`config.mk`:
```
export PLATFORM = sky130hd
export DESIGN_NAME = mem_arbiter_flat
export DESIGN_NICKNAME = d
export VERILOG_FILES = /design/src/rtl/mem_arbiter_if.sv /design/src/rtl/mem_arbiter.sv /design/src/flat_wrapper.sv
export SDC_FILE = /design/constraint.sdc
export NUM_CORES = 1
export LEC_CHECK = 0
export ABC_AREA = 1
export CAP_MARGIN = 5
export CORE_MARGIN = 5
export CORE_UTILIZATION = 42
export DETAILED_ROUTE_END_ITERATION = 12
export PLACE_DENSITY = 0.8
export SYNTH_ARGS = -nofsm -noshare
export SYNTH_HDL_FRONTEND = slang
export SYNTH_SLANG_ARGS = --single-unit
```
`constraint.sdc`:
```
create_clock -name clk -period 1.9 [get_ports clk]
set_input_delay 0.285 -clock clk [delete_from_list [all_inputs] [get_ports clk]]
set_output_delay 0.285 -clock clk [all_outputs]
set_load 0.02 [all_outputs]
```
`src/rtl/mem_arbiter_if.sv`:
```
// mem_arbiter_if: bundle of the two requester ports and the Memory-side bus.
//   slave  modport: arbiter view (requests + mem_out in, acks/data/mem bus out)
//   master modport: requester/memory view (mirror of slave)
//   req0/req1, we0/we1, addr0/addr1, wdata0/wdata1 : per-port request
//   ack0/ack1, rdata, grant, busy                  : per-port completion/status
//   mem_address, mem_load, mem_in, mem_out         : single-port Memory bus
interface mem_arbiter_if #(
  parameter int unsigned WIDTH = 16
) ();
  logic             req0;
  logic             req1;
  logic             we0;
  logic             we1;
  logic [WIDTH-1:0] addr0;
  logic [WIDTH-1:0] addr1;
  logic [WIDTH-1:0] wdata0;
  logic [WIDTH-1:0] wdata1;
  logic             ack0;
  logic             ack1;
  logic [WIDTH-1:0] rdata;
  logic [1:0]       grant;
  logic             busy;
  logic [WIDTH-1:0] mem_address;
  logic             mem_load;
  logic [WIDTH-1:0] mem_in;
  logic [WIDTH-1:0] mem_out;

  modport slave (
    input  req0, req1, we0, we1, addr0, addr1, wdata0, wdata1, mem_out,
    output ack0, ack1, rdata, grant, busy, mem_address, mem_load, mem_in
  );

  modport master (
    output req0, req1, we0, we1, addr0, addr1, wdata0, wdata1, mem_out,
    input  ack0, ack1, rdata, grant, busy, mem_address, mem_load, mem_in
  );
endinterface

```
`src/rtl/mem_arbiter.sv`:
```
// mem_arbiter: two-port round-robin arbiter/sequencer in front of a single-port
// Memory with fixed read latency RD_LAT (0..3, 0 = combinational read).
//   clk   : clock, all state changes on rising edge
//   rst_n : asynchronous active-low reset
//   bus   : mem_arbiter_if.slave (port 0 = CPU data, port 1 = debug/loader,
//           plus the mem_address/mem_load/mem_in/mem_out Memory bus)
// Sequence per transaction: IDLE (sample) -> ISSUE -> [WAIT x RD_LAT] -> DONE.
// All outputs are registers; nothing combinational from req to any output.
module mem_arbiter #(
  parameter int unsigned WIDTH  = 16,
  parameter int unsigned RD_LAT = 1
) (
  input logic          clk,
  input logic          rst_n,
  mem_arbiter_if.slave bus
);

  localparam int unsigned CNT_W = 2;

  typedef enum logic [1:0] {
    IDLE  = 2'd0,
    ISSUE = 2'd1,
    WAIT  = 2'd2,
    DONE  = 2'd3
  } state_t;

  state_t             state_q, state_d;
  logic               last_q, last_d;
  logic [CNT_W-1:0]   cnt_q, cnt_d;
  logic               we_q, we_d;
  logic [1:0]         ack_q, ack_d;
  logic [WIDTH-1:0]   rdata_q, rdata_d;
  logic [1:0]         grant_q, grant_d;
  logic               busy_q, busy_d;
  logic [WIDTH-1:0]   addr_q, addr_d;
  logic               load_q, load_d;
  logic [WIDTH-1:0]   din_q, din_d;
  logic               win;

  // Next-state and next-output logic; every register's next value is formed here.
  always_comb begin
    state_d = state_q;
    last_d  = last_q;
    cnt_d   = cnt_q;
    we_d    = we_q;
    ack_d   = 2'b00;
    rdata_d = rdata_q;
    grant_d = grant_q;
    addr_d  = addr_q;
    load_d  = 1'b0;
    din_d   = din_q;
    win     = 1'b0;

    case (state_q)
      IDLE: begin
        if (bus.req0 || bus.req1) begin
          // On a tie the port that did not go last wins; win = 1 means port 1.
          win     = (bus.req0 && bus.req1) ? ~last_q : bus.req1;
          state_d = ISSUE;
          last_d  = win;
          grant_d = win ? 2'b10 : 2'b01;
          addr_d  = win ? bus.addr1  : bus.addr0;
          din_d   = win ? bus.wdata1 : bus.wdata0;
          we_d    = win ? bus.we1    : bus.we0;
          load_d  = win ? bus.we1    : bus.we0;
        end
      end
      ISSUE: begin
        if (we_q) begin
          state_d = DONE;
          rdata_d = '0;
          ack_d   = grant_q;
        end else if (RD_LAT == 0) begin
          state_d = DONE;
          rdata_d = bus.mem_out;
          ack_d   = grant_q;
        end else begin
          state_d = WAIT;
          cnt_d   = CNT_W'(RD_LAT);
        end
      end
      WAIT: begin
        // Capture on the edge that ends the last of RD_LAT wait cycles.
        if (cnt_q <= CNT_W'(1)) begin
          state_d = DONE;
          rdata_d = bus.mem_out;
          ack_d   = grant_q;
        end else begin
          cnt_d = CNT_W'(cnt_q - CNT_W'(1));
        end
      end
      DONE: begin
        state_d = IDLE;
        grant_d = 2'b00;
      end
      default: begin
        state_d = IDLE;
        grant_d = 2'b00;
      end
    endcase

    busy_d = (state_d != IDLE);
  end

  // State and output registers.
  always_ff @(posedge clk or negedge rst_n) begin
    if (!rst_n) begin
      state_q <= IDLE;
      last_q  <= 1'b1;
      cnt_q   <= '0;
      we_q    <= 1'b0;
      ack_q   <= 2'b00;
      rdata_q <= '0;
      grant_q <= 2'b00;
      busy_q  <= 1'b0;
      addr_q  <= '0;
      load_q  <= 1'b0;
      din_q   <= '0;
    end else begin
      state_q <= state_d;
      last_q  <= last_d;
      cnt_q   <= cnt_d;
      we_q    <= we_d;
      ack_q   <= ack_d;
      rdata_q <= rdata_d;
      grant_q <= grant_d;
      busy_q  <= busy_d;
      addr_q  <= addr_d;
      load_q  <= load_d;
      din_q   <= din_d;
    end
  end

  assign bus.ack0        = ack_q[0];
  assign bus.ack1        = ack_q[1];
  assign bus.rdata       = rdata_q;
  assign bus.grant       = grant_q;
  assign bus.busy        = busy_q;
  assign bus.mem_address = addr_q;
  assign bus.mem_load    = load_q;
  assign bus.mem_in      = din_q;

endmodule

```
`src/flat_wrapper.sv`:
```
// flat-port wrapper written by rule: the top's interface ports become plain ports
module mem_arbiter_flat 
#(
  parameter int unsigned WIDTH  = 16,
  parameter int unsigned RD_LAT = 1
)
  (clk, rst_n, bus_req0, bus_req1, bus_we0, bus_we1, bus_addr0, bus_addr1, bus_wdata0, bus_wdata1, bus_mem_out, bus_ack0, bus_ack1, bus_rdata, bus_grant, bus_busy, bus_mem_address, bus_mem_load, bus_mem_in);
  mem_arbiter_if #(.WIDTH(WIDTH)) bus_i ();
  input logic clk;
  input logic rst_n;
  input wire logic [$bits(bus_i.req0)-1:0] bus_req0;
  input wire logic [$bits(bus_i.req1)-1:0] bus_req1;
  input wire logic [$bits(bus_i.we0)-1:0] bus_we0;
  input wire logic [$bits(bus_i.we1)-1:0] bus_we1;
  input wire logic [$bits(bus_i.addr0)-1:0] bus_addr0;
  input wire logic [$bits(bus_i.addr1)-1:0] bus_addr1;
  input wire logic [$bits(bus_i.wdata0)-1:0] bus_wdata0;
  input wire logic [$bits(bus_i.wdata1)-1:0] bus_wdata1;
  input wire logic [$bits(bus_i.mem_out)-1:0] bus_mem_out;
  output wire logic [$bits(bus_i.ack0)-1:0] bus_ack0;
  output wire logic [$bits(bus_i.ack1)-1:0] bus_ack1;
  output wire logic [$bits(bus_i.rdata)-1:0] bus_rdata;
  output wire logic [$bits(bus_i.grant)-1:0] bus_grant;
  output wire logic [$bits(bus_i.busy)-1:0] bus_busy;
  output wire logic [$bits(bus_i.mem_address)-1:0] bus_mem_address;
  output wire logic [$bits(bus_i.mem_load)-1:0] bus_mem_load;
  output wire logic [$bits(bus_i.mem_in)-1:0] bus_mem_in;
  assign bus_i.req0 = bus_req0;
  assign bus_i.req1 = bus_req1;
  assign bus_i.we0 = bus_we0;
  assign bus_i.we1 = bus_we1;
  assign bus_i.addr0 = bus_addr0;
  assign bus_i.addr1 = bus_addr1;
  assign bus_i.wdata0 = bus_wdata0;
  assign bus_i.wdata1 = bus_wdata1;
  assign bus_i.mem_out = bus_mem_out;
  assign bus_ack0 = bus_i.ack0;
  assign bus_ack1 = bus_i.ack1;
  assign bus_rdata = bus_i.rdata;
  assign bus_grant = bus_i.grant;
  assign bus_busy = bus_i.busy;
  assign bus_mem_address = bus_i.mem_address;
  assign bus_mem_load = bus_i.mem_load;
  assign bus_mem_in = bus_i.mem_in;
  mem_arbiter #(.WIDTH(WIDTH), .RD_LAT(RD_LAT)) u_core (.clk(clk), .rst_n(rst_n), .bus(bus_i));
endmodule
```
==> summary.txt, run 1 <==
Run status
  – Status: finished clean

Worst setup path
  – Critical R2R Capture: u_core.bus.rdata[7]
  – Reg-to-Reg Start: u_core.state_q[0]
  – CP Capture Point: bus_grant[0]
  – Setup crit start kind: flip-flop
  – Required time worst endpoint: approximately 1.6 ns
  – WS Path Type: flip-flop to primary output
  – Critical Path End Type: primary output
  – Slowest library cell on the worst path: clkdlybuf4s50_1
  – Crit-path cells: clkdlybuf4s50_1
  – Crit-path max cell delay: about 0.64 ns
  – Flop-to-flop setup slack: approximately 0.27 ns
  – Reg2reg path depth: 7
  – Crit path from: u_core.bus.grant[0]
  – Critical path peak fanout: 3
  – Critical path depth: 1
  – Worst path bufs/invs: 1
  – Top delay family on crit path: buffers and inverters
  – Crit path DAT: ~1.4 ns

Route
  – Drc violations: 0
  – Remaining antenna violation count: 0
  – Drt first pass iters: 4
  – Via/cell ratio: approximately 5
  – WL final: roughly 9.7 mm
  – Starting DRT DRC Count: about 120
  – Via Count: approximately 3100
  – Average wire per standard cell: 15.1 um

Logic synthesis
  – Warnings, synthesis: 0
  – Register area share after synthesis: between 40% and 50%
  – Predominant post-synthesis flop cell: dfrtp_1
  – Syn Std Cell Area: 3160 um2
  – Post-synth ARST share: 100%
  – Syn_nets: 490
  – Mean Syn Cell Area: just under 8 um2
  – Synth Register Bits: 60
  – Synth cell types: 23
  – Mapped Cells: around 400
  – EDFF count, synth: 0

Floorplan
  – Row count: 31
  – Initial Utilization: a little over two fifths
  – Die ar.: between 9000 and 10000 um2
  – Die width: around 97 um
  – Ports: 140
  – Die H: approximately 97 um
  – Core Area: approximately 7300 um2

GRT
  – First-pass GRT wire length: between 15 and 20 mm
  – Largest net degree at the start of global routing: 61
  – Total GRT Usage: between 20% and 30%
  – Vias in the first global route: about 3300
  – Global route overflow: 0
  – Initial antenna violation count: 0

Final layout
  – Antenna cells: 0
  – Area Growth Syn to Fin: 55.4%
  – Fraction of layout cells with a size suffix above 1: 6.45%
  – Non-Filler Instances: approximately 640
  – Finished layout cell area: between 4000 and 5000 um2
  – Layout net count: 629

Timing
  – Setup Total Neg Slack: 0 ns
  – Crit share post-route: between 80% and 90%
  – Final Hold Fails: 0
  – Final Skew: about 0.0077 ns
  – F_max: between 600 and 700 MHz
  – Unrepaired setup endpoints after global routing: no
  – Worst slew margin: 75.6%
  – Hold_ws: between 0.4 and 0.5 ns
  – Slew @ Worst Pin: ~0.37 ns
  – # setup viols final: 0
  – Pins Over Slew Limit: 0
  – Crit path time final: 1.66 ns

Flow run
  – Max-cap violation count: 0

Clock tree
  – Num Clock Sinks: 60
  – Root Driver: clkbuf_8
  – Clock transition at path regs: 0.07 ns
  – Clk_lat worst skew: roughly 0.34 ns
  – CTS tree: done
  – Clock buffer depth: 2
  – Num CTS Buffers: 9
  – CTS H-tree lvls: 3

Power and ir drop
  – Leak: roughly 2.4 nW
  – Power Density: 1590 nW/um2
  – VDD IR max: around 0.89 mV

Min path
  – HP Class: primary input to asynchronous set/reset pin

Placement
  – Placed standard-cell area: 4670 um2
  – DP HPWL: 7.01 mm
  – I/O Buffers: 139
  – DP Cell Count: between 600 and 700
  – GPL Wtd Cong: about 0.8
synth_stat cells, types with 2 or more instances:
| cell | count | area [um2] |
|---|---|---|
| nand2_1 | 164 | 616 |
| buf_1 | 3 | 11.3 |
| clkbuf_1 | 5 | 18.8 |
| ha_1 | 5 | 62.6 |
| nor2_1 | 5 | 18.8 |
| inv_2 | 2 | 7.51 |
| nand3b_1 | 49 | 368 |
| inv_1 | 43 | 161 |
| dfrtp_1 | 59 | 1480 |
| nand3_1 | 38 | 190 |
| buf_2 | 4 | 20.0 |
| nand4_1 | 3 | 18.8 |
| buf_6 | 2 | 22.5 |
| nand2_2 | 2 | 12.5 |
| buf_4 | 7 | 52.6 |
layout by cell type (no fill, tap or decap), types with 4 or more instances in the layout:
cell type        instances
nand3b_1                49
clkbuf_8                 9
nand2_1                164
buf_12                   4
ha_1                     5
nand3_1                 38
clkdlybuf4s50_1        138
nor2_1                   5
dfrtp_1                 59
buf_4                    5
inv_1                   43
cell families after synthesis:
logic type | synth area share [%]
simple gates | 40.3
buf+inv | 9.49
flops | 47.5
fa+ha+maj | 1.98
compound gates | 0.672
what timing repair did:
action                                 CTS  global route
setup endpoints to repair                0             7
endpoints found under the hold margin   59             0
resized for setup                        0             1
hold buffers                             1             0
setup buffers                            0             0
sequential cells by signal (all words and copies together) (netlist names):
register and cells:
u_core.bus.busy 1, u_core.bus.rdata 16, u_core.ack_q 2, u_core.bus.mem_in 16, u_core.we_q 1, u_core.last_q 1, u_core.bus.mem_load 1, u_core.cnt_q 2
u_core.bus.mem_address 16, u_core.state_q 2, u_core.bus.grant 2
worst min-delay path by stage:
| stage | startpoint | endpoint | depth (start not counted) |
|---|---|---|---|
| floorplan | rst_n | u_core.ack_q[0] | 0 |
| global placement | rst_n | u_core.bus.rdata[15] | 2 |
| detailed placement | rst_n | u_core.bus.rdata[15] | 2 |
| CTS | u_core.bus.rdata[4] | u_core.bus.rdata[4] | 2 |
| global route | u_core.bus.rdata[4] | u_core.bus.rdata[4] | 2 |
| finish | rst_n | u_core.bus.rdata[15] | 3 |
through the flow:
stage	utilization (%)	setup slack (ns)	power, W
2_1_floorplan	-	0.402	0.00466
3_3_place_gp	64.0	0.207	0.00628
3_5_place_dp	64.0	0.167	0.00642
4_1_cts	67.3	0.147	0.00784
5_1_grt	67.4	0.142	0.00834
6_report	67.4	0.237	0.00779
area by class of cell:
cell class	count	area, um2
Tap cell	99	124
Clock buffer	11	131
Fill cell	622	2380
Timing Repair Buffer	149	1510
Inverter	46	175
Clock inverter	5	100
Multi-Input combinational cell	272	1370
Sequential cell	60	1500
power breakdown:
group	leakage (nW)	switching (W)	total, W	internal, W
clock network	0.117	0.000501	0.00137	0.000868
registers	0.755	0.000374	0.00228	0.00190
logic	1.55	0.00237	0.00415	0.00177
per-layer routing:
layer	vias up	share of wire, %	global-route usage (%)
met4	0	2.6	8.64
met1	1495	40	24.4
met2	111	52	36.8
met5	-	0	0
met3	20	5.4	5.11
li1	1518	-	-
Note: power is estimated with default switching activity, not from simulation.
==> run 2: changes to the inputs <==
- TNS_END_PERCENT: unset -> 5
==> results of run 2 <==
Same layout as run 1: the final DEF is identical, and so are final timing and power.
==> patch: new RTL, config.mk and constraints of run 2 <==
Set the localparam `CNT_W` to 3 (it was 2).
--- a/src/rtl/mem_arbiter.sv
+++ b/src/rtl/mem_arbiter.sv
@@ -16,5 +16,5 @@
 );
 
-  localparam int unsigned CNT_W = 2;
+  localparam int unsigned CNT_W = 3;
 
   typedef enum logic [1:0] {
Function: no difference found for any inputs over 10 cycles, from zero or initial values and one cycle with rst_n low; that may be too few to reach the edited logic, so the function may still have changed.
==> patch against run 2 <==
Design area shrank 8.8%; wire length shrank 14%; area after synthesis shrank 12%; power shrank 9.8%; critical path type is now reg -> reg; sequential power shrank 7%; die area shrank 11%; setup slack lost 0.0011 ns; non-clock buffer count grew 1; register-to-register slack lost 0.03 ns; sequential cell count grew 1.
==> patch: results (changes against run 2) <==
status=finished clean (unchanged); synth top area cells=dfrtp_1, nand2_1, o21ai_1, o21ai_0, nor2_1 (was dfrtp_1, nand2_1, nand3b_1, nand3_1, inv_1); Clk pwr share=18.4% (was 17.6%); Clock Latency Late Sink=0.33 ns; fin cells=551 (was 642); Post-Synth Adder-Cell Area=2.71% (was 1.98%); VDD IR max=1.15 mV (was 0.891 mV); Post-synth top flop=dfrtp_1 (unchanged); type of the worst min-delay path=reg -> reg (was in -> async); DP HPWL=6.20 mm (was 7.01 mm); share of layout cells above drive strength 1=7.38% (was 6.45%); Worst Path Arrival=1.91 ns (was 1.38 ns); clock skew=0.00651 ns (was 0.00772 ns); fin nets=561 (was 629); syn_area_per_cell=8.49 sq um (was 7.93 sq um); GPL Wtd Cong=0.804 (was 0.799); Cell Area, Placed=0.00425 sq mm (was 0.00467 sq mm); final WL=8.30 mm (was 9.69 mm); pin count of the biggest net entering global routing=62 (was 61); Placed Cells=534 (was 625); synth cell count leaders=nand2_1, dfrtp_1, o21ai_1 (was nand2_1, dfrtp_1, nand3b_1); Crit Path Max Fanout=34 (was 3); Clock Pin Slew Worst Setup and Hold Paths=0.07 ns (about the same); GRT met2 Usage=34.1% (was 36.8%); first-pass GRT wire length=13.5 mm (was 16.1 mm); M1 GR Usage=22.7% (was 24.4%); Hold Path Origin=u_core.bus.rdata[5]; Tot GR Track Use=20.0% (was 21.0%); worst slew pin tran=0.485 ns (was 0.366 ns); Sw Share=41.2% (was 41.7%); Yosys cell types=21 (was 23); CTS Buf Count=9 (unchanged); input/output buffers=139 (unchanged); first-pass iteration count of the detailed router=4 (unchanged); post-synthesis sequential area ratio=55.2% (was 47.5%); DR iter-0 viols=128 (was 119); syn nets=418 (was 490); Leak=2.05 nW (was 2.42 nW); Sequential Power Share=30.2% (was 29.2%); vias in the first global route=2874 (was 3306); drt via density=5.05 (was 4.90); Compound-Gate Fraction of Synth Area=13.6% (was 0.672%); Post-CTS Hold Fix Bufs=1 (unchanged); M3 GR Usage=7.02% (was 5.11%)
-- patch: cell types whose count changed after synthesis, sizes merged, moves of 2 or more --
| cell | run 2 | this run |
|---|---|---|
| inv | 46 | 18 |
| nor2 | 7 | 38 |
| o21ai | 1 | 70 |
| nand3 | 39 | 4 |
| nand4 | 3 | 19 |
| nand2 | 167 | 89 |
| nand3b | 49 | 0 |
| clkbuf | 5 | 7 |
| buf | 16 | 11 |
-- patch: per-layer routing --
metal / wire [um] / share of wire, %
met1: 3190 / 38
met2: 4240 / 51
met4: 132 / 1.6
met3: 730 / 8.8
met5: 0 / 0
-- patch: area by class of cell --
cell class                 instances  area, sq um
clock inverter                     4         70.1
inverter                          18         67.6
fill                             515         1900
clock buffer                      12          155
timing repair buffer             150         1480
multi-input combinational        229         1080
sequential                        61         1530
tap                               77         96.3
-- patch: through the flow --
stage                     util, %  worst slack (ns)  power [mW]
after CTS                    70.2             0.212        7.11
after floorplan                 -             0.379        4.25
after detailed placement     66.5             0.199        5.77
after global routing         70.2            0.0297        7.56
after global placement       66.5             0.255        5.68
final                        70.2             0.236        7.03
-- patch: worst paths after layout --
| path | endpoint | slack [ns] | cells after the start |
|---|---|---|---|
| setup / recovery | u_core.bus.mem_address[6] | 0.24 | 6 |
| hold / removal | u_core.bus.rdata[5] | 0.48 | 2 |
| setup reg to reg | u_core.bus.mem_address[6] | 0.24 | 6 |
| hold reg to reg | u_core.bus.rdata[5] | 0.48 | 2 |
| max in group asynchronous | u_core.last_q | 1.09 | 3 |
| min in group asynchronous | u_core.bus.mem_in[0] | 0.50 | 3 |
-- patch: critical path, stage by stage, from the launching register on --
cell     delay (ns)
dfrtp_1        0.40
inv_1          0.11
ha_1           0.26
o21ai_2        0.09
inv_2          0.37
o21ai_0        0.18
o21ai_1        0.15
